[src/rtl/reg_rename_pkg.sv]
// Shared types and sizes for the register rename controller.
// The operand result struct is what each source lookup reports one cycle after dispatch.
package reg_rename_pkg;

  localparam int TAG_W     = 3;
  localparam int NREG      = 32;
  localparam int REG_IDX_W = 5;
  localparam int DATA_W    = 32;

  typedef struct packed {
    logic              busy;
    logic [TAG_W-1:0]  tag;
    logic [DATA_W-1:0] val;
  } operand_res_t;

endpackage

[src/rtl/reg_rename_lookup.sv]
// Per-source rename lookup: resolves busy/tag from the pre-update tables and
// detects a same-cycle commit that can be bypassed straight into the result.
module rename_lookup
  import reg_rename_pkg::*;
#(
  parameter int TAG_W = reg_rename_pkg::TAG_W
) (
  input  logic [REG_IDX_W-1:0]       rs,
  input  logic [NREG-1:0]            busy_tbl,
  input  logic [NREG-1:0][TAG_W-1:0] tag_tbl,
  input  logic                       cmt_fire,
  input  logic [REG_IDX_W-1:0]       cmt_rd,
  input  logic [TAG_W-1:0]           cmt_tag,
  input  logic [DATA_W-1:0]          cmt_data,
  output logic                       res_busy,
  output logic [TAG_W-1:0]           res_tag,
  output logic [DATA_W-1:0]          res_val,
  output logic                       use_rf
);

  always_comb begin
    res_busy = 1'b0;
    res_tag  = '0;
    res_val  = '0;
    use_rf   = 1'b0;
    if (rs != '0) begin
      // A matching commit this cycle supplies the value the RF cannot yet return.
      if (cmt_fire && (cmt_rd == rs) && (tag_tbl[rs] == cmt_tag)) begin
        res_val = cmt_data;
      end else if (busy_tbl[rs]) begin
        res_busy = 1'b1;
        res_tag  = tag_tbl[rs];
      end else begin
        use_rf = 1'b1;
      end
    end
  end

endmodule

[src/rtl/reg_rename_ctrl.sv]
// Register rename controller: tracks busy/producer-tag per architectural register,
// issues RF reads/writes and reports each source operand one cycle after dispatch.
module reg_rename_ctrl
  import reg_rename_pkg::*;
#(
  parameter int TAG_W = reg_rename_pkg::TAG_W
) (
  input  logic                 clk_in,
  input  logic                 rst_in,
  input  logic                 rdy_in,
  input  logic                 disp_valid,
  input  logic [4:0]           disp_rs1,
  input  logic [4:0]           disp_rs2,
  input  logic [4:0]           disp_rd,
  input  logic                 disp_rd_en,
  input  logic [TAG_W-1:0]     disp_tag,
  input  logic                 cmt_valid,
  input  logic [4:0]           cmt_rd,
  input  logic [TAG_W-1:0]     cmt_tag,
  input  logic [31:0]          cmt_data,
  input  logic                 flush,
  output logic                 rf_rd_en,
  output logic [4:0]           rf_rs1,
  output logic [4:0]           rf_rs2,
  input  logic [31:0]          rf_rs1_data,
  input  logic [31:0]          rf_rs2_data,
  output logic                 rf_wr_en,
  output logic [4:0]           rf_wr_rd,
  output logic [31:0]          rf_wr_data,
  output logic                 out_valid,
  output logic                 out_rs1_busy,
  output logic [TAG_W-1:0]     out_rs1_tag,
  output logic [31:0]          out_rs1_val,
  output logic                 out_rs2_busy,
  output logic [TAG_W-1:0]     out_rs2_tag,
  output logic [31:0]          out_rs2_val
);

  logic                       disp_fire;
  logic                       cmt_fire;
  logic [NREG-1:0]            busy_q;
  logic [NREG-1:0][TAG_W-1:0] tag_q;

  logic                       lk1_busy, lk2_busy;
  logic [TAG_W-1:0]           lk1_tag, lk2_tag;
  logic [DATA_W-1:0]          lk1_val, lk2_val;
  logic                       lk1_use_rf, lk2_use_rf;

  logic                       out_valid_q;
  operand_res_t               res1_q, res2_q;
  logic                       use_rf1_q, use_rf2_q;

  assign disp_fire  = disp_valid & rdy_in & ~flush;
  assign cmt_fire   = cmt_valid & rdy_in;

  assign rf_rd_en   = disp_fire;
  assign rf_rs1     = disp_rs1;
  assign rf_rs2     = disp_rs2;
  assign rf_wr_en   = cmt_fire & (cmt_rd != '0);
  assign rf_wr_rd   = cmt_rd;
  assign rf_wr_data = cmt_data;

  rename_lookup #(.TAG_W(TAG_W)) u_lookup_rs1 (
    .rs       (disp_rs1),
    .busy_tbl (busy_q),
    .tag_tbl  (tag_q),
    .cmt_fire (cmt_fire),
    .cmt_rd   (cmt_rd),
    .cmt_tag  (cmt_tag),
    .cmt_data (cmt_data),
    .res_busy (lk1_busy),
    .res_tag  (lk1_tag),
    .res_val  (lk1_val),
    .use_rf   (lk1_use_rf)
  );

  rename_lookup #(.TAG_W(TAG_W)) u_lookup_rs2 (
    .rs       (disp_rs2),
    .busy_tbl (busy_q),
    .tag_tbl  (tag_q),
    .cmt_fire (cmt_fire),
    .cmt_rd   (cmt_rd),
    .cmt_tag  (cmt_tag),
    .cmt_data (cmt_data),
    .res_busy (lk2_busy),
    .res_tag  (lk2_tag),
    .res_val  (lk2_val),
    .use_rf   (lk2_use_rf)
  );

  // Dispatch is written after commit so it wins when both target the same rd.
  always_ff @(posedge clk_in or negedge rst_in) begin
    if (!rst_in) begin
      busy_q <= '0;
      tag_q  <= '0;
    end else if (rdy_in) begin
      if (flush) begin
        busy_q <= '0;
      end else begin
        if (cmt_fire && (cmt_rd != '0) && (tag_q[cmt_rd] == cmt_tag)) begin
          busy_q[cmt_rd] <= 1'b0;
        end
        if (disp_valid && disp_rd_en && (disp_rd != '0)) begin
          busy_q[disp_rd] <= 1'b1;
          tag_q[disp_rd]  <= disp_tag;
        end
      end
    end
  end

  // While stalled, RF-sourced values are captured so the outputs stay frozen.
  always_ff @(posedge clk_in or negedge rst_in) begin
    if (!rst_in) begin
      out_valid_q <= 1'b0;
      res1_q      <= '0;
      res2_q      <= '0;
      use_rf1_q   <= 1'b0;
      use_rf2_q   <= 1'b0;
    end else if (rdy_in) begin
      out_valid_q <= disp_fire;
      if (disp_fire) begin
        res1_q    <= {lk1_busy, lk1_tag, lk1_val};
        res2_q    <= {lk2_busy, lk2_tag, lk2_val};
        use_rf1_q <= lk1_use_rf;
        use_rf2_q <= lk2_use_rf;
      end
    end else begin
      if (use_rf1_q) begin
        res1_q.val <= rf_rs1_data;
        use_rf1_q  <= 1'b0;
      end
      if (use_rf2_q) begin
        res2_q.val <= rf_rs2_data;
        use_rf2_q  <= 1'b0;
      end
    end
  end

  assign out_valid    = out_valid_q;
  assign out_rs1_busy = res1_q.busy;
  assign out_rs1_tag  = res1_q.tag;
  assign out_rs1_val  = use_rf1_q ? rf_rs1_data : res1_q.val;
  assign out_rs2_busy = res2_q.busy;
  assign out_rs2_tag  = res2_q.tag;
  assign out_rs2_val  = use_rf2_q ? rf_rs2_data : res2_q.val;

endmodule

[config.mk]
export PLATFORM = sky130hd
export DESIGN_NAME = reg_rename_ctrl
export DESIGN_NICKNAME = d
export VERILOG_FILES = /design/src/rtl/reg_rename_pkg.sv /design/src/rtl/reg_rename_lookup.sv /design/src/rtl/reg_rename_ctrl.sv
export SDC_FILE = /design/constraint.sdc
export NUM_CORES = 1
export LEC_CHECK = 0
export ABC_AREA = 1
export CORE_MARGIN = 4
export CORE_UTILIZATION = 40
export CTS_CLUSTER_DIAMETER = 80
export DETAILED_ROUTE_END_ITERATION = 10
export PLACE_DENSITY = 0.67
export SYNTH_ARGS = -nofsm -noshare
export SYNTH_HDL_FRONTEND = slang
export SYNTH_HIERARCHICAL = 1
export SYNTH_SLANG_ARGS = --single-unit
[constraint.sdc]
create_clock -name clk_in -period 1.85 [get_ports clk_in]
set_input_delay 0.37 -clock clk_in [delete_from_list [all_inputs] [get_ports clk_in]]
set_output_delay 0.37 -clock clk_in [all_outputs]
set_load 0.01 [all_outputs]
==> results of run 1 <==
-- cells by family (layout without fill, tap and decap cells) --
group	after synthesis	in the layout	synth area share (%)
AND/OR/NAND/NOR	1389	1389	38.0
XOR/XNOR	4	4	0.235
AO/OA/AOI/OAI	359	359	13.3
flip-flops	203	203	34.1
buffers and inverters	448	1086	14.4
other	0	3	0
-- through the flow --
stage	total power, mW	hold slack [ns]	util [%]	setup slack [ns]	instance area [um^2]
2_1_floorplan	7.09	0.0744	-	-0.0953	14900
3_3_place_gp	9.76	0.388	55.5	-0.855	20300
3_5_place_dp	9.82	0.391	55.5	-0.929	20300
4_1_cts	15.9	0.387	62.3	-0.180	22900
5_1_grt	17.9	0.409	68.4	-0.395	25100
6_report	17.3	0.376	68.4	-0.393	25100
-- per-layer routing --
layer / wire, um / vias to the layer above
met3: 6160 / 413
li1: - / 8732
met1: 28000 / 9220
met2: 35900 / 1261
met4: 7270 / 0
met5: 0 / -
-- cells in the mapped netlist --
master,count
sky130_fd_sc_hd__nand2_1,916
sky130_fd_sc_hd__inv_1,251
sky130_fd_sc_hd__dfrtp_1,203
sky130_fd_sc_hd__nor2_1,203
sky130_fd_sc_hd__o21ai_0,178
sky130_fd_sc_hd__nand3_1,157
sky130_fd_sc_hd__a21oi_1,95
sky130_fd_sc_hd__nor2_2,69
sky130_fd_sc_hd__buf_4,67
sky130_fd_sc_hd__clkbuf_1,56
sky130_fd_sc_hd__buf_2,41
sky130_fd_sc_hd__o211ai_1,36
sky130_fd_sc_hd__o22ai_1,36
sky130_fd_sc_hd__nor3_1,27
sky130_fd_sc_hd__buf_6,20
sky130_fd_sc_hd__o221ai_1,8
sky130_fd_sc_hd__inv_2,7
sky130_fd_sc_hd__nand2_2,4
sky130_fd_sc_hd__nand3b_1,4
sky130_fd_sc_hd__or2_2,4
sky130_fd_sc_hd__clkinv_1,3
sky130_fd_sc_hd__nand4_1,3
sky130_fd_sc_hd__a22o_1,2
sky130_fd_sc_hd__inv_4,2
sky130_fd_sc_hd__o2111ai_1,2
sky130_fd_sc_hd__xnor2_1,2
sky130_fd_sc_hd__xor2_1,2
sky130_fd_sc_hd__a21boi_0,1
sky130_fd_sc_hd__a21oi_2,1
sky130_fd_sc_hd__buf_1,1
sky130_fd_sc_hd__nor2_4,1
sky130_fd_sc_hd__nor4_1,1
-- what timing repair did --
item | CTS | global route
endpoints found under the hold margin | 44 | 0
resized for setup | 667 | 393
buffers inserted | 62 | 51
hold buffers | 1 | 0
pin swaps | 100 | 143
setup endpoints to repair | 267 | 246
gates cloned | 8 | 10
-- path summary, 6_finish.rpt --
kind,to,depth (start not counted)
max reg2reg,res2_q[10]$_DFFE_PN0P_,13
min in group clk_in,tag_q[2]$_DFFE_PN0P_,0
min,res2_q[9]$_DFFE_PN0P_,2
max in group asynchronous,res1_q[23]$_DFFE_PN0P_,3
min reg2reg,tag_q[2]$_DFFE_PN0P_,0
max,res2_q[10]$_DFFE_PN0P_,13
-- power groups by stage --
stage               logic (mW)  clock network, mW  registers (mW)
floorplan                 1.99                  0            5.10
global placement          4.61                  0            5.15
detailed placement        4.66                  0            5.17
CTS                       5.29               5.50            5.09
global route              6.95               5.74            5.17
finish                    6.63               5.53            5.14
-- worst max-delay path, delay by kind of cell (launching register included) --
kind / cells / cell delay [ns]
buffers and inverters: 1 / 0.20
DFF: 1 / 0.43
AOI/OAI and AO/OA: 3 / 0.41
and+or+nand+nor: 9 / 1.09
-- layout make-up --
class	count	area, um^2
fill	2841	11600
multi-input combinational	1752	9960
timing repair buffer	775	7560
sequential	203	5080
inverter	263	1010
clock buffer	36	749
tap	468	586
clock inverter	12	156
antenna	3	7.51
-- state kept, by name, indices dropped and copies added, names as in the netlist --
name	count
out_valid	1
res2_q	32
out_rs1_tag	3
out_rs1_busy	1
use_rf1_q	1
out_rs2_busy	1
busy_q	32
tag_q	96
use_rf2_q	1
out_rs2_tag	3
res1_q	32
==> metrics.sh, run 1 <==
RUN_STATUS='finished, violations left'
FAILED_CHECKS='negative setup slack'
PART_OF_THE_POWER_IN_COMBINATIONAL_LOGIC_PCT=38.3
CLOCK_SKEW_NS=0.0233
DETAIL-ROUTE-ANTENNA-NETS=0
NETS_IN_THE_SYNTHESIZED_NETLIST=2532
GRT_SETUP_UNREPAIRED='yes'
CTS-BUFFERS-INSERTED=27
SWITCHING_SHARE_OF_TOTAL_POWER_PCT=34.4
SYNTH_WARNINGS=6
SYNTH_SEQUENTIAL_AREA_RATIO_PCT=34.1
GRT_MAX_DEGREE=66
LAYOUT_COMMON_CELLS='sky130_fd_sc_hd__nand2_1 (807), sky130_fd_sc_hd__buf_4 (425), sky130_fd_sc_hd__inv_1 (240)'
CRITICAL_PATH_MAXIMUM_FANOUT=8
SYNTH_AREA_LEADER_CELL='sky130_fd_sc_hd__dfrtp_1'
YOSYS.CELL_TYPES.COUNT=32
POWER_SWITCHING_mW=5.95
CRIT_START='tag_q[65]$_DFFE_PN0P_'
DETAIL_ROUTE.FIRST_PASS.ITERATIONS=6
CTS-ROOT-TO-SINK-BUFFERS=3
R2R_START='tag_q[65]$_DFFE_PN0P_'
FINAL-INSTANCE-COUNT-EXCL-FILL=3512
REGTOREGSETUPSLACK_NS=-0.39
TIMING.FINAL.CRIT_SHARE_PCT=121
CELLPOWERDENSITY_mW_PER_MM2=689
SYNTHDOMINANTCELLAREASHARE_PCT=34.1
LAYOUT.NETS=3151
SYN-INSTANCE-COUNT=2403
VIAS_AFTER_DETAILED_ROUTING=19600
FIRST_GLOBAL_VIAS=18100
MAX-VDD-IR-DROP_mV=0.652
CP-START-KIND='flop'
DIE_OUTLINE_AREA_MM2=0.0404
OVERFLOW=0
PLACEMENT.IO_BUFFERS=250
FINALWORSTPATHREQUIREDPERIOD_NS=2.24
MAX_FREQ_MHz=446
DRT_ITER0_MARKERS=1993
FINAL_LAYOUT_SIZE_SUFFIX_GT1_SHARE_PCT=35.2
MAXCAPVIOLATIONS=0
FINAL_WEIGHTED_CONGESTION_IN_ROUTABILITY_DRIVEN_PLACEMENT=0.971
GRT_USE_MET3_PCT=4.91
FIRST_PASS_GRT_WIRE_LENGTH_UM=104000
ROWS=70
MAPPEDNETLISTAREA_MM2=0.0149
MOSTFREQUENTLAYOUTCELL='sky130_fd_sc_hd__nand2_1'
IO-PIN-COUNT=251
SYNTH_SEQ_CELLS=203
TIGHTESTPINTRANSITION_NS=0.816
PLACEABLECOREAREA_MM2=0.0367
GLOBALROUTETOTALUTIL_PCT=32.5
DRC_VIOLATIONS_LEFT=0
FIN_WS_NS=-0.393
POWER_REPORT.INTERNAL_TOTAL_mW=11.4
SLOWEST_STAGE='sky130_fd_sc_hd__dfrtp_1'
MET1_ROUTING_RESOURCE_USAGE_AFTER_GLOBAL_ROUTING_PCT=39.8
GRT_UTIL_MET2_PCT=55.2
CLASS_OF_THE_WORST_HOLD_PATH='input pin to asynchronous set/reset pin'
WORSTPATHARRIVAL_NS=2.69
SHARE_OF_TOTAL_POWER_IN_SEQUENTIAL_CELLS_PCT=29.7
SYN_TO_FINAL_GROWTH_PCT=68.5
CHIPWIDTH_UM=201
RATIO_OF_ROUTED_VIAS_TO_STANDARD_CELLS=5.59
PLACEDCELLCOUNT=3335
INITIAL_UTILIZATION_PCT=40.6
SLEW_HEADROOM_PCT=45.6
WORSTPATHCELLLIST='nand2_2 > nand3_2 > nand2_2 > nor2_1 > nor2_1 > nand2_2 > a21oi_2 > nor2_4 > nand2_8 > buf_16 > nor2_4 > o22ai_2 > a21oi_1'
CPPEAKSTAGEDELAY_NS=0.43
DIE_HEIGHT_UM=201
CRITPATHKIND='flop to flop'
SYNTH_AREA_PER_CELL_UM2=6.20
CELLLEAKAGEPOWER_nW=12.3
WORST_EP_REQUIRED_TIME_NS=2.29
CLOCK-ROOT-BUFFER='sky130_fd_sc_hd__clkbuf_16'
TIMING.FINAL.MAX_SLEW_VIOLATIONS=0
CLK_LATENCY_NS=0.56
SETUP_VIOLS_FINAL=168
POSTROUTEWIRELENGTH_UM=77300
YS_TOP_CELLS_BY_AREA='sky130_fd_sc_hd__dfrtp_1 (34%), sky130_fd_sc_hd__nand2_1 (23%), sky130_fd_sc_hd__inv_1 (6.3%)'
DP_HPWL_UM=48200
ANTENNA_FOUND_INITIAL=3
CLOCK_POWER_SHARE_PCT=31.9
CTS_TREE='done'
FINALSETUPTNS_NS=-30.42
CTS.SINK_COUNT=203
HTREE_NUM_LEVELS=1
FINALHOLDVIOLCOUNT=0
CELL_REPEATED_MOST_ALONG_THE_WORST_PATH='sky130_fd_sc_hd__nand2_2'
WORST_SETUP_HOLD_PATH_CLK_SLEW_NS=0.07
CP-END-KIND='flop'
WL_PER_CELL_UM=22.0
BUSIEST_LAYER='met2'
(Power assumes the default switching activity.)
==> run 2, diff against run 1 <==
SLEW_MARGIN = 20   (was default)
clock period = 2.5 ns   (was 1.85 ns; I/O delays follow)
==> run 2 against run 1 <==
Effect of this change:
- the flow now finishes without violations
- count of clock-buffer cells in the layout grew 1
- core utilization shrank 14 points
- worst setup slack improved by 0.42 ns
- first-iteration DRC count is 17% lower
- clock power down 25%
- critical path depth shrank 10
- final cell count is 8.9% lower
- total power down 37%
- clock skew fell by 0.0093 ns
==> metrics.sh, run 2 (synthesized netlist as in run 1, its figures left out) <==
RUN_STATUS='finished clean'
DRT_ITER0_MARKERS=1654  # -17%
SLEW_HEADROOM_PCT=64.4  # +19 points
R2R_START='tag_q[81]$_DFFE_PN0P_'
DPL_CELL_AREA_MM2=0.0187  # -8.1%
CTS-BUFFERS-INSERTED=26  # -3.7%
PLACEABLECOREAREA_MM2=0.0367  # unchanged
HTREE_NUM_LEVELS=1  # unchanged
CP-END-KIND='output port'
DP_HPWL_UM=45200  # -6.2%
POSTROUTEWIRELENGTH_UM=61000  # -21%
FINALINSTANCEAREA_MM2=0.0199  # -21%
IO-PIN-COUNT=251  # unchanged
OVERFLOW=0  # unchanged
WORSTPATHCELLLIST='buf_12 > o21ai_0 > clkdlybuf4s50_1'
SYN_TO_FINAL_GROWTH_PCT=33.3
CELLLEAKAGEPOWER_nW=9.76  # -21%
ANTENNA_FOUND_INITIAL=2  # -1
WORST_EP_REQUIRED_TIME_NS=2.00  # -0.29 ns
VIAS_AFTER_DETAILED_ROUTING=17000  # -14%
LARGEST_REGISTER='tag_q'
POST_LAYOUT_UTILIZATION_OF_THE_CORE_PCT=54.1  # -14 points
MAXCAPVIOLATIONS=0  # unchanged
DIE_OUTLINE_AREA_MM2=0.0404  # unchanged
CRITPATHKIND='flop to output port'
SETUP_VIOLS_FINAL=0  # -100%
GRT_MAX_DEGREE=54  # -18%
TIGHTESTPINTRANSITION_NS=0.528  # -0.287 ns
CLOCK_SKEW_NS=0.0140  # -0.00932 ns
TIMING.FINAL.CRIT_SHARE_PCT=98.9
DETAIL-ROUTE-ANTENNA-NETS=0  # unchanged
CP-START-KIND='flop'
CTS.SINK_COUNT=203  # unchanged
FF2FF_PATH_DEPTH=14  # +1
FINAL_LAYOUT_SIZE_SUFFIX_GT1_SHARE_PCT=13.2  # -22 points
CTS-ROOT-TO-SINK-BUFFERS=3  # unchanged
CTS_TREE='done'
WORSTREG2REGEND='res1_q[24]$_DFFE_PN0P_'
WORSTPATHARRIVAL_NS=1.97  # -0.72 ns
DRC_VIOLATIONS_LEFT=0  # unchanged
GLOBALROUTETOTALUTIL_PCT=28.9  # -3.6 points
CHIPWIDTH_UM=201  # unchanged
FIRST_GLOBAL_VIAS=16300  # -9.9%
RATIO_OF_ROUTED_VIAS_TO_STANDARD_CELLS=5.30  # -5.2%
CELLPOWERDENSITY_mW_PER_MM2=547  # -21%
REGTOREGSETUPSLACK_NS=0.22  # +0.61 ns
CLOCK-ROOT-BUFFER='sky130_fd_sc_hd__clkbuf_16'
CRITICAL_PATH_MAXIMUM_FANOUT=33  # +25
LARGEST_REG_FLOPS=96  # unchanged
GRT_SETUP_UNREPAIRED='yes'
NUM-FILL-CELLS=3635  # +28%
DIE_HEIGHT_UM=201  # unchanged
FINAL_WEIGHTED_CONGESTION_IN_ROUTABILITY_DRIVEN_PLACEMENT=0.986  # +1.5%
MAX-VDD-IR-DROP_mV=0.557  # -15%
CLK_LATENCY_NS=0.54  # -0.02 ns
FIRST_PASS_GRT_WIRE_LENGTH_UM=94100  # -9.9%
FINALWORSTPATHREQUIREDPERIOD_NS=2.47
ROWS=70  # unchanged
WL_PER_CELL_UM=19.1  # -13%
TIMING.FINAL.MAX_SLEW_VIOLATIONS=0  # unchanged
DETAIL_ROUTE.FIRST_PASS.ITERATIONS=6  # unchanged
CPPEAKSTAGEDELAY_NS=0.59  # +0.16 ns
FINALHOLDVIOLCOUNT=0  # unchanged
MIN_FROM='tag_q[2]$_DFFE_PN0P_'
MAX_FREQ_MHz=404
WORST_SETUP_HOLD_PATH_CLK_SLEW_NS=0.05  # -0.02 ns
SLOWEST_STAGE='sky130_fd_sc_hd__clkdlybuf4s50_1'
PLACEMENT.IO_BUFFERS=250  # unchanged
INITIAL_UTILIZATION_PCT=40.6  # unchanged
LAYOUT_COMMON_CELLS='sky130_fd_sc_hd__nand2_1 (916), sky130_fd_sc_hd__inv_1 (249), sky130_fd_sc_hd__dfrtp_1 (201)'
MOSTFREQUENTLAYOUTCELL='sky130_fd_sc_hd__nand2_1'
LAYOUT.NETS=2839  # -9.9%
HOLD-PATH-CELL-COUNT=0
HOLD_PATH_END='tag_q[2]$_DFFE_PN0P_'
CLASS_OF_THE_WORST_HOLD_PATH='flop to flop'
## run 2: cell types whose count changed in the layout (fill, tap and decap cells not counted), sizes merged, moves of 2 or more
cell           previous run  this run
clkdlybuf4s15             5         0
buf                     583       212
clkdlybuf4s50           148       183
clkinvlp                  3         0
bufinv                    3         5
dlygate4sd2               9        46
clkbuf                   48        41
## run 2: layer usage
metal	vias to the layer above	wire [um]	GRT usage, %	share of wire (%)
met5	-	0	0	0
met4	0	3550	14.9	5.8
met3	159	4880	4.04	8.0
met2	836	28400	47.9	47
met1	7847	24200	36.9	40
li1	8112	-	-	-
## run 2: worst max-delay path: cells and delay by family, from the launching register on
family / cells / cell delay, ns
buf+inv: 2 / 0.77
compound gates: 1 / 0.23
flops: 1 / 0.43
## run 2: where the power goes
part / total [mW] / switching (mW) / leakage [nW] / internal [mW]
clock network: 4.16 / 1.53 / 0.470 / 2.63
registers: 3.79 / 0.189 / 2.65 / 3.60
logic: 2.91 / 1.67 / 6.65 / 1.24
## run 2: area by class of cell
type	count	area (um^2)	share of cell area, %
antenna	2	5.00	0.0252
clock buffer	37	763	3.84
clock inverter	11	188	0.945
inverter	263	992	4.99
multi-input combinational	1752	7740	39.0
sequential	203	5080	25.6
tap	468	586	2.95
timing repair buffer	464	4510	22.7
## run 2: worst max-delay path by stage
stage | start | end | slack, ns
6_report | use_rf1_q$_DFFE_PN0P_ | out_rs1_val[1] | 0.03
2_1_floorplan | disp_rs1[0] | res1_q[11]$_DFFE_PN0P_ | 0.40
3_3_place_gp | disp_rs1[1] | res1_q[24]$_DFFE_PN0P_ | -0.45
5_1_grt | use_rf1_q$_DFFE_PN0P_ | out_rs1_val[1] | -0.06
3_5_place_dp | disp_rs1[3] | res1_q[24]$_DFFE_PN0P_ | -0.53
4_1_cts | cmt_rd[1] | rf_wr_en | -0.11
## run 2: timing repair
item / CTS / global route
buffers inserted: 2 / 3
setup endpoints to repair: 63 / 68
gates cloned: 2 / 2
hold buffers: 1 / 0
endpoints found under the hold margin: 49 / 0
pin swaps: 1 / 3
gates resized for setup: 87 / 25
## run 2: metrics by stage
step                hold WS, ns  TNS (ns)  setup WS (ns)  total power [mW]  cells
finish                    0.425         0         0.0276              10.9   3200
detailed placement        0.420    -57.51         -0.525              6.76   3140
floorplan                 0.204         0          0.396              5.24   2403
global route              0.448    -0.157        -0.0582              11.3   3200
CTS                       0.428    -0.108         -0.108              10.9   3193
global placement          0.416    -45.87         -0.450              6.72   3140
==> run 3, diff against run 2 <==
GPL_TIMING_DRIVEN = 0   (was default)
MAX_ROUTING_LAYER = met4   (was default)
==> run 3 against run 2 <==
Effect of this change:
- global-route usage is 5.4 points higher
- sequential cell count stayed put
- clock power is 2% lower
- clock skew is 0.0016 ns lower
- critical path depth is 10 higher
- sequential share of layout area is 0.73 points higher
- fmax is 0.22% higher
- cell area is 2.8% lower
- final cell count is 0.69% lower
- register-to-register slack better by 0.04 ns
- combinational power hardly changed
- via count is 1.6% higher
- critical path type is now input pin to flop
- largest power group unchanged
- highest routed layer unchanged
==> metrics.sh, run 3 (synthesized netlist as in run 1, its figures left out) <==
FINAL_WEIGHTED_CONGESTION_IN_ROUTABILITY_DRIVEN_PLACEMENT=0.983  # -0.32%
WL_PER_CELL_UM=22.1  # +16%
ROWS=70  # unchanged
ANTENNA_FOUND_INITIAL=1  # -1
DRC_VIOLATIONS_LEFT=0  # unchanged
CP-END-KIND='flop'
TIMING.FINAL.CRIT_SHARE_PCT=98.7  # -0.22 points
POWER_mW=10.8  # -0.90%
INITIAL_UTILIZATION_PCT=40.6  # unchanged
CLASS_OF_THE_WORST_HOLD_PATH='input pin to flop'
GRT_MAX_DEGREE=93  # +72%
CTS.SINK_COUNT=203  # unchanged
MAX_FREQ_MHz=405  # +0.22%
RATIO_OF_ROUTED_VIAS_TO_STANDARD_CELLS=5.42  # +2.3%
NUM-FILL-CELLS=3749  # +3.1%
TIGHTESTPINTRANSITION_NS=1.02  # +0.489 ns
CRITPATHKIND='input pin to flop'
PLACEMENT.IO_BUFFERS=243  # -2.8%
CHIPWIDTH_UM=201  # unchanged
WORSTPATHARRIVAL_NS=2.93  # +0.96 ns
LARGEST_REGISTER='tag_q'
FINAL_LAYOUT_SIZE_SUFFIX_GT1_SHARE_PCT=12.5  # -0.75 points
CLK_LATENCY_NS=0.55  # about the same
MAX-VDD-IR-DROP_mV=0.617  # +11%
FINAL-INSTANCE-COUNT-EXCL-FILL=3178  # -0.69%
PLACEABLECOREAREA_MM2=0.0367  # unchanged
GLOBALROUTETOTALUTIL_PCT=34.3  # +5.4 points
WORST_HOLD_MARGIN_NS=0.372  # -0.0535 ns
LAYOUT_COMMON_CELLS='sky130_fd_sc_hd__nand2_1 (912), sky130_fd_sc_hd__inv_1 (250), sky130_fd_sc_hd__dfrtp_1 (203)'
CLOCK-ROOT-BUFFER='sky130_fd_sc_hd__clkbuf_16'
CTS-BUFFERS-INSERTED=26  # unchanged
FIRST_GLOBAL_VIAS=16000  # -2.1%
DP_HPWL_UM=53300  # +18%
DETAIL_ROUTE.FIRST_PASS.ITERATIONS=6  # unchanged
SYN_TO_FINAL_GROWTH_PCT=29.5
HTREE_NUM_LEVELS=1  # unchanged
DIE_OUTLINE_AREA_MM2=0.0404  # unchanged
CTS_TREE='done'
CELLPOWERDENSITY_mW_PER_MM2=558  # +2.0%
PLACEDCELLCOUNT=3116  # -0.76%
SLEW_HEADROOM_PCT=31.9  # -32 points
WORST_SETUP_HOLD_PATH_CLK_SLEW_NS=0.06  # about the same
CELLLEAKAGEPOWER_nW=9.28  # -5.0%
VIAS_AFTER_DETAILED_ROUTING=17200  # +1.6%
IO-PIN-COUNT=251  # unchanged
CTS-ROOT-TO-SINK-BUFFERS=3  # unchanged
GRT_SETUP_UNREPAIRED='yes'
CLOCK_SKEW_NS=0.0123  # -0.00162 ns
DETAIL-ROUTE-ANTENNA-NETS=0  # unchanged
SETUP_VIOLS_FINAL=0  # unchanged
MAXCAPVIOLATIONS=0  # unchanged
FINALHOLDVIOLCOUNT=0  # unchanged
LARGEST_REG_FLOPS=96  # unchanged
DPL_CELL_AREA_MM2=0.0180  # -3.8%
WORST_EP_REQUIRED_TIME_NS=2.96  # +0.96 ns
FINALINSTANCEAREA_MM2=0.0193  # -2.8%
POSTROUTEWIRELENGTH_UM=70200  # +15%
LAYOUT.NETS=2818  # -0.74%
REGAREA_MM2=0.00508  # about the same
AREA_OF_COMBINATIONAL_CELLS_WITH_MULTIPLE_INPUTS_MM2=0.00792  # +2.3%
CRITICAL_PATH_MAXIMUM_FANOUT=10  # -70%
FIRST_PASS_GRT_WIRE_LENGTH_UM=103000  # +9.8%
FINALWORSTPATHREQUIREDPERIOD_NS=2.47  # -0.00546 ns
CP-START-KIND='input pin'
DIE_HEIGHT_UM=201  # unchanged
FINALSETUPTNS_NS=0  # unchanged
TIMING.FINAL.MAX_SLEW_VIOLATIONS=0  # unchanged
DRT_ITER0_MARKERS=1698  # +2.7%
OVERFLOW=0  # unchanged
RUN_STATUS='finished clean'
MOSTFREQUENTLAYOUTCELL='sky130_fd_sc_hd__nand2_1'
==> run 3: critical path, stage by stage <==
cell	delay [ns]
sky130_fd_sc_hd__clkdlybuf4s50_1	0.58
sky130_fd_sc_hd__buf_4	0.29
sky130_fd_sc_hd__nand3_1	0.14
sky130_fd_sc_hd__nand3_1	0.21
sky130_fd_sc_hd__nand2_1	0.16
sky130_fd_sc_hd__nand3_1	0.11
sky130_fd_sc_hd__nand2_1	0.07
sky130_fd_sc_hd__nor2_2	0.18
sky130_fd_sc_hd__nand2_4	0.13
sky130_fd_sc_hd__buf_6	0.19
sky130_fd_sc_hd__nor2_2	0.09
sky130_fd_sc_hd__o22ai_1	0.10
sky130_fd_sc_hd__a21oi_1	0.16
==> run 3: final timing paths <==
path | start | endpoint | slack [ns] | depth (start not counted)
worst max-delay path | disp_rs1[2] | res1_q[7]$_DFFE_PN0P_ | 0.03 | 13
worst min register to register | out_rs2_tag[1]$_DFFE_PN0P_ | out_rs2_tag[1]$_DFFE_PN0P_ | 0.49 | 2
min in group asynchronous | rst_in | res2_q[6]$_DFFE_PN0P_ | 0.41 | 2
max in group asynchronous | rst_in | busy_q[29]$_DFFE_PN0P_ | 0.92 | 4
worst min-delay path | rdy_in | res2_q[0]$_DFFE_PN0P_ | 0.37 | 3
worst max register to register | tag_q[92]$_DFFE_PN0P_ | res1_q[7]$_DFFE_PN0P_ | 0.26 | 14
==> run 3: what timing repair did <==
| action | in CTS | in global routing |
|---|---|---|
| pin swaps | 5 | 5 |
| hold buffers | 1 | 0 |
| setup endpoints to repair | 179 | 107 |
| gates resized for setup | 190 | 44 |
| endpoints found under the hold margin | 31 | 0 |
| setup buffers | 8 | 4 |
==> run 3: metrics by stage <==
stage | utilization, % | setup slack, ns
after global routing | 52.6 | -0.0347
after floorplan | - | 0.396
after CTS | 52.4 | -0.0941
after global placement | 48.8 | -8.16
after detailed placement | 49.0 | -1.45
final | 52.6 | 0.0331
==> run 3: area by class of cell <==
| cell class | instances | area share [%] |
|---|---|---|
| antenna | 1 | 0.0130 |
| buffer | 185 | 6.62 |
| clock buffer | 33 | 3.77 |
| clock inverter | 15 | 0.998 |
| inverter | 263 | 5.20 |
| multi-input combinational | 1752 | 41.0 |
| sequential | 203 | 26.3 |
| tap | 468 | 3.03 |
| timing repair buffer | 258 | 13.0 |
==> run 3: report_power, final <==
part,total [mW],internal [mW],switching (mW)
Clock,4.07,2.48,1.60
Sequential,3.78,3.60,0.180
Combinational,2.92,1.13,1.78
==> run 3: metal layers <==
metal,vias to the layer above,global-route usage (%),wire length (um)
met5,-,-,0
met4,0,13.7,3230
met3,184,5.99,6800
met2,967,55.9,32700
met1,7977,42.6,27500
li1,8093,-,-
